[src/rtl/nrisc_pc_unit.sv]
// NRISC program-counter / fetch unit: PC register, call/return stack of {return PC, flags},
// registered instruction capture and sticky stack-error reporting.
module nrisc_pc_unit #(
  parameter int              TAM        = 16,
  parameter int              NStack     = 8,
  parameter int              FLAGW      = 3,
  parameter logic [TAM-1:0]  RST_VECTOR = {TAM{1'b0}}
) (
  input  logic                          clk,
  input  logic                          rst,
  input  logic [2:0]                    pc_op,
  input  logic [TAM-1:0]                target,
  input  logic [TAM-1:0]                offset,
  input  logic [FLAGW-1:0]              flags_in,
  input  logic                          mem_ack,
  input  logic [TAM-1:0]                Instruction,
  input  logic                          err_clear,
  output logic [TAM-1:0]                ProgADDR,
  output logic [TAM-1:0]                IR,
  output logic                          ir_valid,
  output logic [FLAGW-1:0]              flags_restore,
  output logic                          flags_restore_valid,
  output logic [$clog2(NStack+1)-1:0]   stack_depth,
  output logic                          stack_full,
  output logic                          stack_empty,
  output logic                          err_overflow,
  output logic                          err_underflow
);

  localparam int DW = $clog2(NStack + 1);
  localparam int IW = $clog2(NStack);
  localparam int EW = TAM + FLAGW;
  localparam logic [DW-1:0] FULL_DEPTH = DW'(NStack);

  localparam logic [2:0] OP_NEXT   = 3'b000;
  localparam logic [2:0] OP_HOLD   = 3'b001;
  localparam logic [2:0] OP_JUMP   = 3'b010;
  localparam logic [2:0] OP_CALL   = 3'b011;
  localparam logic [2:0] OP_RET    = 3'b100;
  localparam logic [2:0] OP_BRANCH = 3'b101;

  logic [TAM-1:0]   pc_r, ir_r;
  logic             ir_valid_r;
  logic [FLAGW-1:0] fr_r;
  logic             frv_r;
  logic [DW-1:0]    depth_r;
  logic             err_ov_r, err_un_r;
  logic [EW-1:0]    stack_mem_r [NStack];

  logic [TAM-1:0]   pc_plus1_s, pc_nxt_s;
  logic [DW-1:0]    depth_nxt_s, depth_m1_s;
  logic [IW-1:0]    push_idx_s, pop_idx_s;
  logic [EW-1:0]    top_s;
  logic             full_s, empty_s, push_s;
  logic [FLAGW-1:0] fr_nxt_s;
  logic             frv_nxt_s, ov_evt_s, un_evt_s, err_ov_nxt_s, err_un_nxt_s;

  assign full_s     = (depth_r == FULL_DEPTH);
  assign empty_s    = (depth_r == {DW{1'b0}});
  assign pc_plus1_s = pc_r + {{(TAM-1){1'b0}}, 1'b1};
  assign depth_m1_s = depth_r - {{(DW-1){1'b0}}, 1'b1};
  assign push_idx_s = depth_r[IW-1:0];
  assign pop_idx_s  = depth_m1_s[IW-1:0];
  assign top_s      = stack_mem_r[pop_idx_s];

  // Next PC, stack movement and error events; nothing moves unless memory acknowledged the fetch
  always_comb begin
    pc_nxt_s    = pc_r;
    depth_nxt_s = depth_r;
    push_s      = 1'b0;
    fr_nxt_s    = fr_r;
    frv_nxt_s   = 1'b0;
    ov_evt_s    = 1'b0;
    un_evt_s    = 1'b0;
    if (mem_ack) begin
      case (pc_op)
        OP_NEXT:   pc_nxt_s = pc_plus1_s;
        OP_HOLD:   pc_nxt_s = pc_r;
        OP_JUMP:   pc_nxt_s = target;
        OP_BRANCH: pc_nxt_s = pc_r + offset;
        OP_CALL: begin
          if (full_s) begin
            pc_nxt_s = pc_plus1_s;
            ov_evt_s = 1'b1;
          end else begin
            pc_nxt_s    = target;
            push_s      = 1'b1;
            depth_nxt_s = depth_r + {{(DW-1){1'b0}}, 1'b1};
          end
        end
        OP_RET: begin
          if (empty_s) begin
            pc_nxt_s = pc_plus1_s;
            un_evt_s = 1'b1;
          end else begin
            pc_nxt_s    = top_s[EW-1:FLAGW];
            fr_nxt_s    = top_s[FLAGW-1:0];
            frv_nxt_s   = 1'b1;
            depth_nxt_s = depth_m1_s;
          end
        end
        default:   pc_nxt_s = pc_r;
      endcase
    end else begin
      pc_nxt_s = pc_r;
    end
  end

  // Sticky errors: a new error on the same edge beats err_clear
  always_comb begin
    err_ov_nxt_s = err_ov_r;
    err_un_nxt_s = err_un_r;
    if (ov_evt_s) begin
      err_ov_nxt_s = 1'b1;
    end else if (err_clear) begin
      err_ov_nxt_s = 1'b0;
    end else begin
      err_ov_nxt_s = err_ov_r;
    end
    if (un_evt_s) begin
      err_un_nxt_s = 1'b1;
    end else if (err_clear) begin
      err_un_nxt_s = 1'b0;
    end else begin
      err_un_nxt_s = err_un_r;
    end
  end

  // Control and status state
  always_ff @(posedge clk or negedge rst) begin
    if (!rst) begin
      pc_r       <= RST_VECTOR;
      ir_r       <= {TAM{1'b0}};
      ir_valid_r <= 1'b0;
      fr_r       <= {FLAGW{1'b0}};
      frv_r      <= 1'b0;
      depth_r    <= {DW{1'b0}};
      err_ov_r   <= 1'b0;
      err_un_r   <= 1'b0;
    end else begin
      pc_r       <= pc_nxt_s;
      ir_r       <= mem_ack ? Instruction : ir_r;
      ir_valid_r <= mem_ack;
      fr_r       <= fr_nxt_s;
      frv_r      <= frv_nxt_s;
      depth_r    <= depth_nxt_s;
      err_ov_r   <= err_ov_nxt_s;
      err_un_r   <= err_un_nxt_s;
    end
  end

  // Stack storage has no reset; entries above stack_depth are meaningless
  always_ff @(posedge clk) begin
    if (push_s) begin
      stack_mem_r[push_idx_s] <= {pc_plus1_s, flags_in};
    end
  end

  assign ProgADDR            = pc_r;
  assign IR                  = ir_r;
  assign ir_valid            = ir_valid_r;
  assign flags_restore       = fr_r;
  assign flags_restore_valid = frv_r;
  assign stack_depth         = depth_r;
  assign stack_full          = full_s;
  assign stack_empty         = empty_s;
  assign err_overflow        = err_ov_r;
  assign err_underflow       = err_un_r;

endmodule
[config.mk]
export PLATFORM = sky130hd
export DESIGN_NAME = nrisc_pc_unit
export DESIGN_NICKNAME = d
export VERILOG_FILES = /design/src/rtl/nrisc_pc_unit.sv
export SDC_FILE = /design/constraint.sdc
export NUM_CORES = 1
export LEC_CHECK = 0
export BUFFER_PORTS_ARGS = -buffer_cell sky130_fd_sc_hd__buf_2
export CORE_MARGIN = 1.5
export CORE_UTILIZATION = 55
export CTS_CLUSTER_DIAMETER = 80
export DETAILED_ROUTE_END_ITERATION = 10
export PLACE_DENSITY = 0.76
export SKIP_LAST_GASP = 1
export SYNTH_ARGS = -nofsm -noshare
export SYNTH_HDL_FRONTEND = slang
export SYNTH_SLANG_ARGS = --single-unit
export TNS_END_PERCENT = 100
[constraint.sdc]
create_clock -name clk -period 5.2 [get_ports clk]
set_input_delay 1.04 -clock clk [delete_from_list [all_inputs] [get_ports clk]]
set_output_delay 1.04 -clock clk [all_outputs]
set_load 0.02 [all_outputs]
# Word level (Yosys, flattened, before mapping)

Memories as Yosys holds them, arrays and structs flattened.
Cells that the tools add are included.

Reduce and logical (&&, ||, !) cells: 9
Add/subtract/negate cells: 4
Bitwise logic cells: 1
Multiplexer cells: 23
Eq/ne operators: 7
Shift operators: 0
$lt $le $gt $ge: 0
Multiply operators: 0
Divide/modulo/power cells: 0

Operators by type and width:

| cell                  | number |
|---|---|
| $pmux 16 s5           | 1 |
| $mux 16               | 2 |
| $mux 1                | 17 |
| $add 16x1->16 const B | 1 |
| $add 16x16->16        | 1 |
| $mux 4                | 2 |
| $pmux 4 s2            | 1 |
| $eq 3x2->1 const B    | 2 |
| $eq 3x3->1 const B    | 2 |
| $reduce_bool 2->1     | 3 |
| $reduce_bool 5->1     | 1 |
| $add 4x1->4 const B   | 1 |
| $eq 4x4->1 const B    | 1 |
| $logic_not 4->1       | 1 |
| $ne 2x2->1 const B    | 2 |
| $reduce_and 4->1      | 1 |
| $sub 4x1->4 const B   | 1 |
| $logic_not 3->1       | 1 |
| $reduce_and 3->1      | 1 |
| $reduce_and 2->1      | 1 |
| $not 1->1             | 1 |

Output and inout bits: 45
Word-level logic and storage cells: 53
Memory bits (read-only): 0
Bits in writable memories: 152
Bits of input ports: 58
Memories: 1
Flip-flop bits (word level): 43
Bits in latches: 0

Memories:

| memory      | depth | width | rd ports | clocked after Yosys merged registers in | wr ports | RTL line | text |
|---|---|---|---|---|---|---|---|
| stack_mem_r | 8     | 19    | 1        | 0                                       | 1        | 48       | `logic [EW-1:0] stack_mem_r [NStack];` |

# Logic depth before layout (Yosys ltp)

Gate-level depths: netlist of run 1.

Depth after elaboration: 6
Depth in mapped cells: 13
Depth with buffers taken out: 9

# Worst setup path after synthesis of run 1

OpenSTA, ideal clock, no wires.

Path kind: register -> register
From: register depth_r[0], in the netlist stack_depth[0]
To: memory stack_mem_r[1][0] in the netlist's numbering (enable)
Data arrival time: 3.564 ns
Clock period less this slack: 3.982 ns
Required time: 4.781 ns
Setup time: 0.419 ns
Stages on the path, launching flop included: 12
Buffers on the path: 3
Slack: 1.218 ns
Cells stage by stage: dfrtp_1 > buf_2 > buf_4 > buf_2 > inv_1 > ha_1 > nor2b_1 > nand2_1 > inv_1 > nor2_1 > nand2_1 > nor3_1

Cells in the longest elaborated chain, start to end: 6

Ends and longest elaborated chain:

| item                         | RTL line | text |
|---|---|---|
| start, declared              | 46       | `logic [DW-1:0] depth_r;` |
| start signal, assigned       | 137      | `depth_r <= {DW{1'b0}};` |
| start signal, assigned       | 146      | `depth_r <= depth_nxt_s;` |
| $eq 4x4->1                   | 58       | `assign full_s = (depth_r == FULL_DEPTH);` |
| named net stack_full         | 24       | `output logic stack_full,` |
| $mux 1                       | 82       | `if (full_s) begin` |
| $mux 1                       | 76       | `case (pc_op)` |
| $mux 1                       | 75       | `if (mem_ack) begin` |
| $mux 1                       | 154      | `if (push_s) begin` |
| $mux 1 (not written as such) | 155      | `stack_mem_r[push_idx_s] <= {pc_plus1_s, flags_in};` |
| end, declared                | 48       |  |

The timed path passes the listed nets, and every way through them passes these cells.

# Final worst setup path of run 1

From: register depth_r[1], in the netlist stack_depth[1]
To: memory stack_mem_r[3][18] in the netlist's numbering (enable)

Cells in the longest elaborated chain, start to end: 6

Ends and longest elaborated chain:

| item                         | RTL line |
|---|---|
| $eq 4x4->1                   | 58 |
| $mux 1                       | 82 |
| $mux 1                       | 76 |
| $mux 1                       | 75 |
| $mux 1                       | 154 |
| $mux 1 (not written as such) | 155 |

Several ways; a longest one is shown, not always the timed one.

==> results of run 1 <==
[sequential cells by signal, indices dropped and copies added, names as in the netlist]
register	count
ir_valid	1
err_overflow	1
flags_restore	3
flags_restore_valid	1
ProgADDR	16
err_underflow	1
IR	16
stack_mem_r	152
stack_depth	4
[cells by family after synthesis]
group / share of synthesized area [%]
AO/OA/AOI/OAI: 9.34
adder cells (fa/ha/maj): 2.75
buffers and inverters: 1.85
AND/OR/NAND/NOR: 7.12
XOR/XNOR: 2.64
flip-flops: 63.2
multiplexers: 13.1
[area by class of cell]
cell class / count / area (sq um) / area share [%]
clock inverters: 14 / 139 / 1.35
inverters: 12 / 45.0 / 0.439
well taps: 216 / 270 / 2.63
repair buffers: 116 / 616 / 5.99
multi-input cells: 353 / 3130 / 30.5
clock buffers: 18 / 429 / 4.18
flip-flops and latches: 195 / 5640 / 54.9
[cell usage in the layout, fill, tap and decap left out, types with 5 or more instances in the layout]
cell type,Yosys,routed
mux2i_1,9,9
nor2_1,29,29
a221o_1,10,10
nor2b_1,5,5
buf_4,5,14
nand4_1,7,7
o21ai_0,23,23
o21ai_1,6,6
edfxtp_1,152,152
mux2_2,20,20
xnor2_1,12,12
nand3_1,7,7
nor3_1,7,5
inv_1,12,12
o22ai_1,6,6
dfrtp_1,43,42
mux4_2,38,38
a221oi_1,6,6
o21a_1,6,6
clkbuf_16,0,17
buf_2,9,102
xor2_1,13,13
ha_1,18,18
a21oi_1,23,23
a21o_1,5,5
nand2_1,36,36
[worst paths after layout]
| path | to | from | cells after the start |
|---|---|---|---|
| worst max-delay path | stack_mem_r[3][18] | stack_depth[1] | 9 |
| worst min register to register | flags_restore[2] | flags_restore[2] | 2 |
| worst max register to register | stack_mem_r[3][18] | stack_depth[1] | 9 |
| worst min-delay path | flags_restore[2] | flags_restore[2] | 2 |
| min in group asynchronous | flags_restore_valid | rst | 1 |
| max in group asynchronous | stack_depth[0] | rst | 1 |
[metrics by stage]
step | total power (uW) | utilization (%) | setup slack [ns] | area [sq um] | cells
after global placement | 4280 | 61.1 | 1.90 | 9700 | 892
after floorplan | 3730 | - | 1.22 | 8930 | 584
after CTS | 5600 | 64.7 | 2.11 | 10300 | 924
after detailed placement | 4340 | 61.1 | 1.71 | 9700 | 892
after global routing | 5870 | 64.7 | 1.93 | 10300 | 924
final | 5590 | 64.7 | 2.10 | 10300 | 924
[report_power, final]
part / switching (uW) / internal, uW / total (uW) / leakage [uW]
Sequential: 189 / 1970 / 2160 / 0.00187
Combinational: 1270 / 906 / 2180 / 0.00160
Clock: 547 / 704 / 1250 / 0.000263
[critical path, delay by kind of cell (launching register included)]
family	cells	cell delay [ns]
adder cells (fa/ha/maj)	1	0.28
flip-flops	1	0.52
buffers and inverters	3	0.55
AND/OR/NAND/NOR	5	1.43
[routing by layer]
layer	up-vias	track usage [%]
li1	2552	-
met1	2847	34.1
met2	253	41.0
met3	37	4.80
met4	0	8.40
met5	-	0
==> flow_summary.yaml, run 1 <==
status:
  status: "finished clean"
clock_tree:
  cts_hold_buf: 0
  cts.sinks: 195
  h-tree-depth: 4
  cts_inserted_buffers: 17
  ctsRootBufferMaster: "clkbuf_16"
  clkTransAtPathRegs_ns: 0.07
  cts_tree: "built"
  cts_buffer_depth: 2
  ctsResizeCount: 0
  post_cts_buffers: 0
  worstSkewPairLatency_ns: 0.43
synthesis:
  synth_area_sq_mm: 0.00893
  ys_seq_area_share_pct: 63.2
  ys_ff_latch: 195
  synth_common_cells: "edfxtp_1 (152), dfrtp_1 (43), mux4_2 (38), nand2_1 (36), nor2_1 (29)"
  ys_warn_count: 0
  syn-num-nets: 661
  ys.flop_type: "edfxtp_1"
  ys_top_cells_by_area: "edfxtp_1 (51%), dfrtp_1 (12%), mux4_2 (9.6%)"
  syn_area_per_cell_sq_um: 15.3
  synth_top_cell_by_area: "edfxtp_1"
  synth_top_area_share_pct: 51.1
  synthDistinctLibCells: 61
  synth_edf_count: 152
  synthArstFlopShare_pct: 22.1
  synthCells: 584
  synth.most_common_cell: "edfxtp_1"
sta:
  whs_ns: 0.488
  slew_violations: 0
  fin_skew_ns: 0.0120
  max_freq_mhz: 323
  slew_headroom_pct: 33.5
  min_period_ns: 3.10
  grt_setup_unrepaired: "false"
  fin_tns_setup_ns: 0
  hold_violations: 0
  finalSetupViolCount: 0
  tightest_slew_ns: 0.998
  fin_crit_sh_pct: 59.6
die:
  ios: 103
  rows: 46
  die_x_microns: 130
  coreArea_sq_mm: 0.0159
  fp.dieH_microns: 130
  die_area_sq_mm: 0.0170
  start_util_pct: 56.2
route:
  drcViolationCount: 0
  wl_microns: 20300
  first_iter_violations: 577
  first_pass_iters: 5
  vias_per_cell: 6.16
  wl_met2_microns: 10400
  wl_per_cell_microns: 22.0
  met1Wirelength_microns: 8270
  top_layer: "met4"
  vias: 5689
  antenna_left: 0
  dr_wl_met3_microns: 1290
place:
  gp_congestion: 0.912
  port_buffers: 102
  dp_hpwl_microns: 14100
final_layout:
  syn2layout_area_growth_pct: 15.1
  fillers: 1118
  num_antenna_cells: 0
  drive_gt1_share_pct: 30.2
  num-nets-final: 772
min_path:
  hp-class: "reg2reg"
grt:
  track_usage_pct: 25.0
  grt_pass1_vias: 5665
  grt_pass1_wl_microns: 31100
  antenna_found_initial: 0
  grt_max_degree: 44
  overflow: 0
setup_path:
  reg2reg_slack_ns: 2.10
  arrival_ns: 3.21
  critical_path_class: "reg2reg"
  required_ns: 5.31
  critPathMaxStageDelay_ns: 0.72
  worstPathMaxFanout: 13
  start_kind: "register"
  end_kind: "register"
  crit_chain: "inv_1 > ha_1 > nor2b_1 > nand2_1 > inv_1 > nor2_1 > nand2_1 > nor2_1 > buf_4"
  crit_path_top_delay_cell: "nor2_1"
power:
  leakage_uw: 0.00373
  power_density_mw_per_mm2: 545
  vdd_drop_max_mv: 0.308
job:
  drv_cap: 0
Power figures use the tool's default switching activity.
==> inputs of run 2 (changes only) <==
--- a/config.mk
+++ b/config.mk
@@ -5,12 +5,13 @@
 export SDC_FILE = /design/constraint.sdc
 export NUM_CORES = 1
 export LEC_CHECK = 0
+export ABC_AREA = 1
 export BUFFER_PORTS_ARGS = -buffer_cell sky130_fd_sc_hd__buf_2
 export CORE_MARGIN = 1.5
 export CORE_UTILIZATION = 55
 export CTS_CLUSTER_DIAMETER = 80
 export DETAILED_ROUTE_END_ITERATION = 10
-export PLACE_DENSITY = 0.76
+export PLACE_DENSITY = 0.75
 export SKIP_LAST_GASP = 1
 export SYNTH_ARGS = -nofsm -noshare
 export SYNTH_HDL_FRONTEND = slang
==> constraint.sdc (replaced) <==
create_clock -name clk -period 2.95 [get_ports clk]
set_input_delay 0.59 -clock clk [delete_from_list [all_inputs] [get_ports clk]]
set_output_delay 0.59 -clock clk [all_outputs]
set_load 0.02 [all_outputs]
==> run 2 against run 1 <==
  * Final area grew 7.8%
  * First-iteration DRC count shrank 6.9%
  * Worst setup slack worse by 1.7 ns
==> flow_summary.yaml, run 2 <==
final_layout:
  mostFrequentLayoutCells: "nand2_1 (239), nor2_1 (167), edfxtp_1 (152), inv_1 (108), buf_2 (102)"
  num-nets-final: 1228
  syn2layout_area_growth_pct: 14.7
  layout.cells.non_filler: 1388
  final-seq-area_sq_mm: 0.00564
  layout_commonest_cell: "nand2_1"
  postLayoutCellArea_sq_mm: 0.0111
  largest_reg_flops: 152
  multi_input_area_sq_mm: 0.00344
  fillers: 1354
  top_register: "stack_mem_r"
  drive_gt1_share_pct: 16.3
  finish.utilization_pct: 64.2
  num_antenna_cells: 0
grt:
  track_usage_pct: 25.7
  overflow: 0
  antenna_found_initial: 0
  grt_max_degree: 81
  grt_pass1_wl_microns: 35900
  grt_pass1_vias: 6661
die:
  rows: 48
  ios: 103
  coreArea_sq_mm: 0.0172
  start_util_pct: 56.0
  die_x_microns: 135
  fp.dieH_microns: 135
  die_area_sq_mm: 0.0184
setup_path:
  crit_path_top_delay_cell: "dfrtp_1"
  arrival_ns: 2.70
  start_kind: "register"
  worstPathMaxFanout: 19
  crit_family: "simple AND/OR/NAND/NOR gates"
  critical_path_class: "reg2reg"
  crit_chain: "inv_1 > ha_2 > nand2_4 > nor2_4 > nor2_8 > inv_2 > nand2_2 > nand3_4 > nor2_4 > nand2_2 > nor3_4 > buf_4"
  required_ns: 3.06
  critPathMaxStageDelay_ns: 0.60
  critPathBufInv: 3
  end_kind: "register"
clock_tree:
  ctsResizeCount: 0
  h-tree-depth: 4
  cts_inserted_buffers: 17
  cts_hold_buf: 0
  cts.sinks: 195
  post_cts_buffers: 0
  worstSkewPairLatency_ns: 0.43
  clkTransAtPathRegs_ns: 0.07
  cts_buffer_depth: 2
  ctsRootBufferMaster: "clkbuf_16"
  cts_tree: "built"
sta:
  slew_violations: 0
  max_freq_mhz: 386
  hold_violations: 0
  fin_tns_setup_ns: 0
  fin_ws_ns: 0.359
  fin_skew_ns: 0.0106
  min_period_ns: 2.59
  fin_crit_sh_pct: 87.8
  finalSetupViolCount: 0
  slew_headroom_pct: 42.9
  tightest_slew_ns: 0.856
  grt_setup_unrepaired: "false"
route:
  first_iter_violations: 537
  wl_per_cell_microns: 16.5
  antenna_left: 0
  vias_per_cell: 5.40
  first_pass_iters: 5
  wl_microns: 22800
  drcViolationCount: 0
  vias: 7499
synthesis:
  ys_warn_count: 0
  yosys.area_share.simple_pct: 23.3
  synthAdderAreaFrac_pct: 2.54
  synth_top_area_share_pct: 47.3
  synth.most_common_cell: "nand2_1"
  synthArstFlopShare_pct: 22.1
  yosys.area_share.xor_xnor_pct: 1.08
  synth_top_family_by_area: "simple AND/OR/NAND/NOR gates"
  syn_area_per_cell_sq_um: 9.18
  synth_top_cell_by_area: "edfxtp_1"
  syn-num-nets: 1129
  synth_common_cells: "nand2_1 (239), nor2_1 (172), edfxtp_1 (152), inv_1 (108), o21ai_0 (89)"
  ys_seq_area_share_pct: 58.4
  ys_top_cells_by_area: "edfxtp_1 (47%), dfrtp_1 (11%), nand2_1 (9.3%)"
  synth_compound_area_share_pct: 8.22
  synth_edf_count: 152
  synthCells: 1052
  synthDistinctLibCells: 42
  synth_mux_area_share_pct: 0
  ys_ff_latch: 195
  synth_area_sq_mm: 0.00965
  ys.flop_type: "edfxtp_1"
power:
  clkPwrFrac_pct: 21.8
  p_int_uw: 5940
  leakage_uw: 0.00476
  swShare_pct: 42.4
  p_seq_share_pct: 35.4
  power_density_mw_per_mm2: 931
  vdd_drop_max_mv: 0.778
  combPwrFrac_pct: 42.8
  power_switching_uw: 4370
status:
  status: "finished clean"
place:
  placed_cells: 1357
  placed_cell_area_sq_mm: 0.0105
  port_buffers: 102
  place_ws_ns: 0.379
  dp_hpwl_microns: 15900
  gp_congestion: 0.888
job:
  drv_cap: 0
min_path:
  hp-class: "in2async"
## run 2: changes by cell type after synthesis, moves of 11 or more
cell      delta
nand3_1     +72
mux2_2      -20
mux4_2      -38
o21ai_0     +66
nand2_1    +203
clkbuf_1    +11
nor2_1     +143
inv_1       +96
## run 2: metrics by stage
| step | total power [uW] | hold WS, ns |
|---|---|---|
| after floorplan | 6730 | 0.294 |
| after global placement | 8000 | 0.450 |
| after detailed placement | 8080 | 0.455 |
| after CTS | 10300 | 0.169 |
| after global routing | 11000 | 0.212 |
| final | 10300 | 0.169 |
## run 2: worst paths after layout
check / startpoint / to / slack (ns) / cells past startpoint
worst min-delay path: rst / flags_restore[1] / 0.17 / 1
worst max register to register: stack_depth[1] / stack_mem_r[4][14] / 0.36 / 12
max in group asynchronous: rst / ProgADDR[1] / 2.09 / 2
worst max-delay path: stack_depth[1] / stack_mem_r[4][14] / 0.36 / 12
worst min register to register: IR[0] / IR[0] / 0.47 / 2
min in group clk: Instruction[12] / IR[12] / 0.37 / 3
## run 2: cell families after synthesis
kind of cell,Yosys count
simple gates,527
flops,195
buf+inv,155
compound gates,145
fa+ha+maj,19
xor+xnor,11
## run 2: per-layer routing
layer / vias up / routed length, microns / global-route usage (%)
met1: 3512 / 9840 / 35.7
li1: 3687 / - / -
met5: - / 0 / 0
met3: 36 / 1410 / 4.56
met4: 0 / 473 / 8.30
met2: 264 / 11100 / 41.5
## run 2: power by group through the flow
stage / Combinational (uW) / Sequential, uW / Clock [uW]
6_report: 4410 / 3650 / 2240
5_1_grt: 4940 / 3680 / 2380
4_1_cts: 4410 / 3650 / 2270
3_5_place_dp: 4370 / 3700 / 0
3_3_place_gp: 4300 / 3700 / 0
2_1_floorplan: 2920 / 3820 / 0
## run 2: worst register-to-register path, cell delays in order, from the launching register on
cell and delay (ns):
dfrtp_1 0.60, inv_1 0.11, ha_2 0.23, nand2_4 0.10, nor2_4 0.06, nor2_8 0.09, inv_2 0.08, nand2_2 0.08
nand3_4 0.12, nor2_4 0.15, nand2_2 0.12, nor3_4 0.22, buf_4 0.30
## run 2: cell type report
type                    instances  share of cell area [%]
flip-flops and latches        195                    50.9
clock inverters                14                    1.32
multi-input cells             702                    31.1
repair buffers                118                    6.26
inverters                     117                    3.99
well taps                     225                    2.54
clock buffers                  17                    3.84
==> inputs of run 3 (changes only) <==
--- a/config.mk
+++ b/config.mk
@@ -8,10 +8,10 @@
 export ABC_AREA = 1
 export BUFFER_PORTS_ARGS = -buffer_cell sky130_fd_sc_hd__buf_2
 export CORE_MARGIN = 1.5
-export CORE_UTILIZATION = 55
+export CORE_UTILIZATION = 59
 export CTS_CLUSTER_DIAMETER = 80
 export DETAILED_ROUTE_END_ITERATION = 10
-export PLACE_DENSITY = 0.75
+export PLACE_DENSITY = 0.8
 export SKIP_LAST_GASP = 1
 export SYNTH_ARGS = -nofsm -noshare
 export SYNTH_HDL_FRONTEND = slang
==> run 3 against run 2 <==
  * Via count is 2.7% higher
  * Global-route usage is 2.7 points higher
  * Sequential cell count stayed put
  * Register-to-register slack hardly changed
  * Combinational power is 2% higher
  * Worst setup slack worse by 0.011 ns
  * Routed wire length is 3.8% higher
  * Final area is 0.21% higher
  * Fmax is 0.41% lower
  * Clock skew hardly changed
  * Non-clock buffer count is 4 higher
  * Critical path type unchanged
  * Highest routed layer unchanged
==> flow_summary.yaml, run 3 (synthesized netlist as in run 2, its figures left out) <==
die:
  die_area_sq_mm: 0.0171
  ios: 103
  coreArea_sq_mm: 0.0159
  start_util_pct: 60.6
  fp.dieH_microns: 131
  rows: 46
  die_x_microns: 131
setup_path:
  crit_family: "simple AND/OR/NAND/NOR gates"
  arrival_ns: 2.71
  r2r_cells: 12
  r2r_start: "stack_depth[1]"
  r2r_end: "stack_mem_r[4][12]"
  crit_path_top_delay_cell: "dfrtp_1"
  cp_num_cells: 12
  critPathMaxStageDelay_ns: 0.60
  required_ns: 3.05
  start_kind: "register"
  worstPathMaxFanout: 19
  crit_chain: "inv_1 > ha_2 > nand2_4 > nor2_4 > nor2_8 > inv_2 > nand2_2 > nand3_4 > nor2_4 > nand2_2 > nor3_4 > buf_4"
  end_kind: "register"
  critPathBufInv: 3
  reg2reg_slack_ns: 0.35
  critical_path_class: "reg2reg"
final_layout:
  top_register: "stack_mem_r"
  mostFrequentLayoutCells: "nand2_1 (239), nor2_1 (167), edfxtp_1 (152), inv_1 (108), buf_2 (102)"
  layout_commonest_cell: "nand2_1"
  num-nets-final: 1232
  drive_gt1_share_pct: 16.3
  num_antenna_cells: 0
  postLayoutCellArea_sq_mm: 0.0111
  syn2layout_area_growth_pct: 14.9
  largest_reg_flops: 152
sta:
  min_period_ns: 2.60
  whs_ns: 0.163
  fin_skew_ns: 0.0107
  finalSetupViolCount: 0
  max_freq_mhz: 384
  slew_violations: 0
  slew_headroom_pct: 44.4
  grt_setup_unrepaired: "false"
  fin_crit_sh_pct: 88.2
  hold_violations: 0
  tightest_slew_ns: 0.834
clock_tree:
  cts.sinks: 195
  cts_buffer_depth: 2
  clkTransAtPathRegs_ns: 0.07
  worstSkewPairLatency_ns: 0.43
  cts_tree: "built"
  post_cts_buffers: 0
  cts_hold_buf: 0
  cts_inserted_buffers: 17
  h-tree-depth: 4
  ctsResizeCount: 0
  ctsRootBufferMaster: "clkbuf_16"
power:
  clkPwrFrac_pct: 22.8
  p_total_uw: 10500
  combPwrFrac_pct: 42.5
  leakage_uw: 0.00479
  swShare_pct: 41.3
  vdd_drop_max_mv: 0.595
  p_int_uw: 6180
  p_seq_share_pct: 34.7
  power_switching_uw: 4350
  power_density_mw_per_mm2: 949
grt:
  grt_pass1_vias: 6868
  overflow: 0
  grt_pass1_wl_microns: 36000
  antenna_found_initial: 0
  grt_max_degree: 81
  track_usage_pct: 28.4
route:
  wl_per_cell_microns: 17.1
  first_pass_iters: 6
  vias_per_cell: 5.57
  drcViolationCount: 0
  vias: 7704
  wl_microns: 23700
  first_iter_violations: 714
  antenna_left: 0
place:
  placed_cell_area_sq_mm: 0.0105
  port_buffers: 102
  gp_congestion: 0.917
  dp_hpwl_microns: 15800
job:
  drv_cap: 0
status:
  status: "finished clean"
min_path:
  hp-class: "in2async"
-- run 3: layer usage --
| metal | GRT usage (%) | share of wire [%] | up-vias |
|---|---|---|---|
| met5 | 0 | 0 | - |
| met4 | 8.53 | 2.0 | 0 |
| met3 | 5.37 | 7.3 | 40 |
| met2 | 46.7 | 48 | 336 |
| met1 | 38.8 | 42 | 3638 |
| li1 | - | - | 3690 |
-- run 3: area by class of cell --
| cell class | count | area [sq um] |
|---|---|---|
| tap | 216 | 270 |
| inverter | 117 | 442 |
| fill | 1219 | 4850 |
| multi-input combinational | 702 | 3440 |
| sequential | 195 | 5640 |
| clock inverter | 14 | 185 |
| clock buffer | 18 | 429 |
| timing repair buffer | 122 | 686 |
-- run 3: stage by stage --
step | cells | worst slack [ns] | utilization (%) | TNS, ns
detailed placement | 1352 | 0.367 | 65.8 | 0
finish | 1384 | 0.348 | 69.6 | 0
global placement | 1352 | 0.458 | 65.8 | 0
CTS | 1384 | 0.367 | 69.6 | 0
global route | 1384 | 0.229 | 69.6 | 0
floorplan | 1052 | -0.245 | - | -13.98
-- run 3: power by group through the flow --
stage / clock [uW] / combinational (uW) / sequential, uW
after detailed placement: 0 / 4370 / 3710
after CTS: 2420 / 4430 / 3650
after global routing: 2510 / 4960 / 3680
after global placement: 0 / 4260 / 3700
after floorplan: 0 / 2920 / 3820
final: 2400 / 4480 / 3660
-- run 3: worst max path at each step --
stage	startpoint	slack, ns	endpoint
floorplan	stack_depth[0]	-0.25	stack_mem_r[0][0]
global placement	pc_op[1]	0.46	stack_mem_r[4][14]
detailed placement	stack_depth[1]	0.37	stack_mem_r[4][14]
CTS	stack_depth[1]	0.37	stack_mem_r[4][4]
global route	stack_depth[1]	0.23	stack_mem_r[4][2]
finish	stack_depth[1]	0.35	stack_mem_r[4][12]
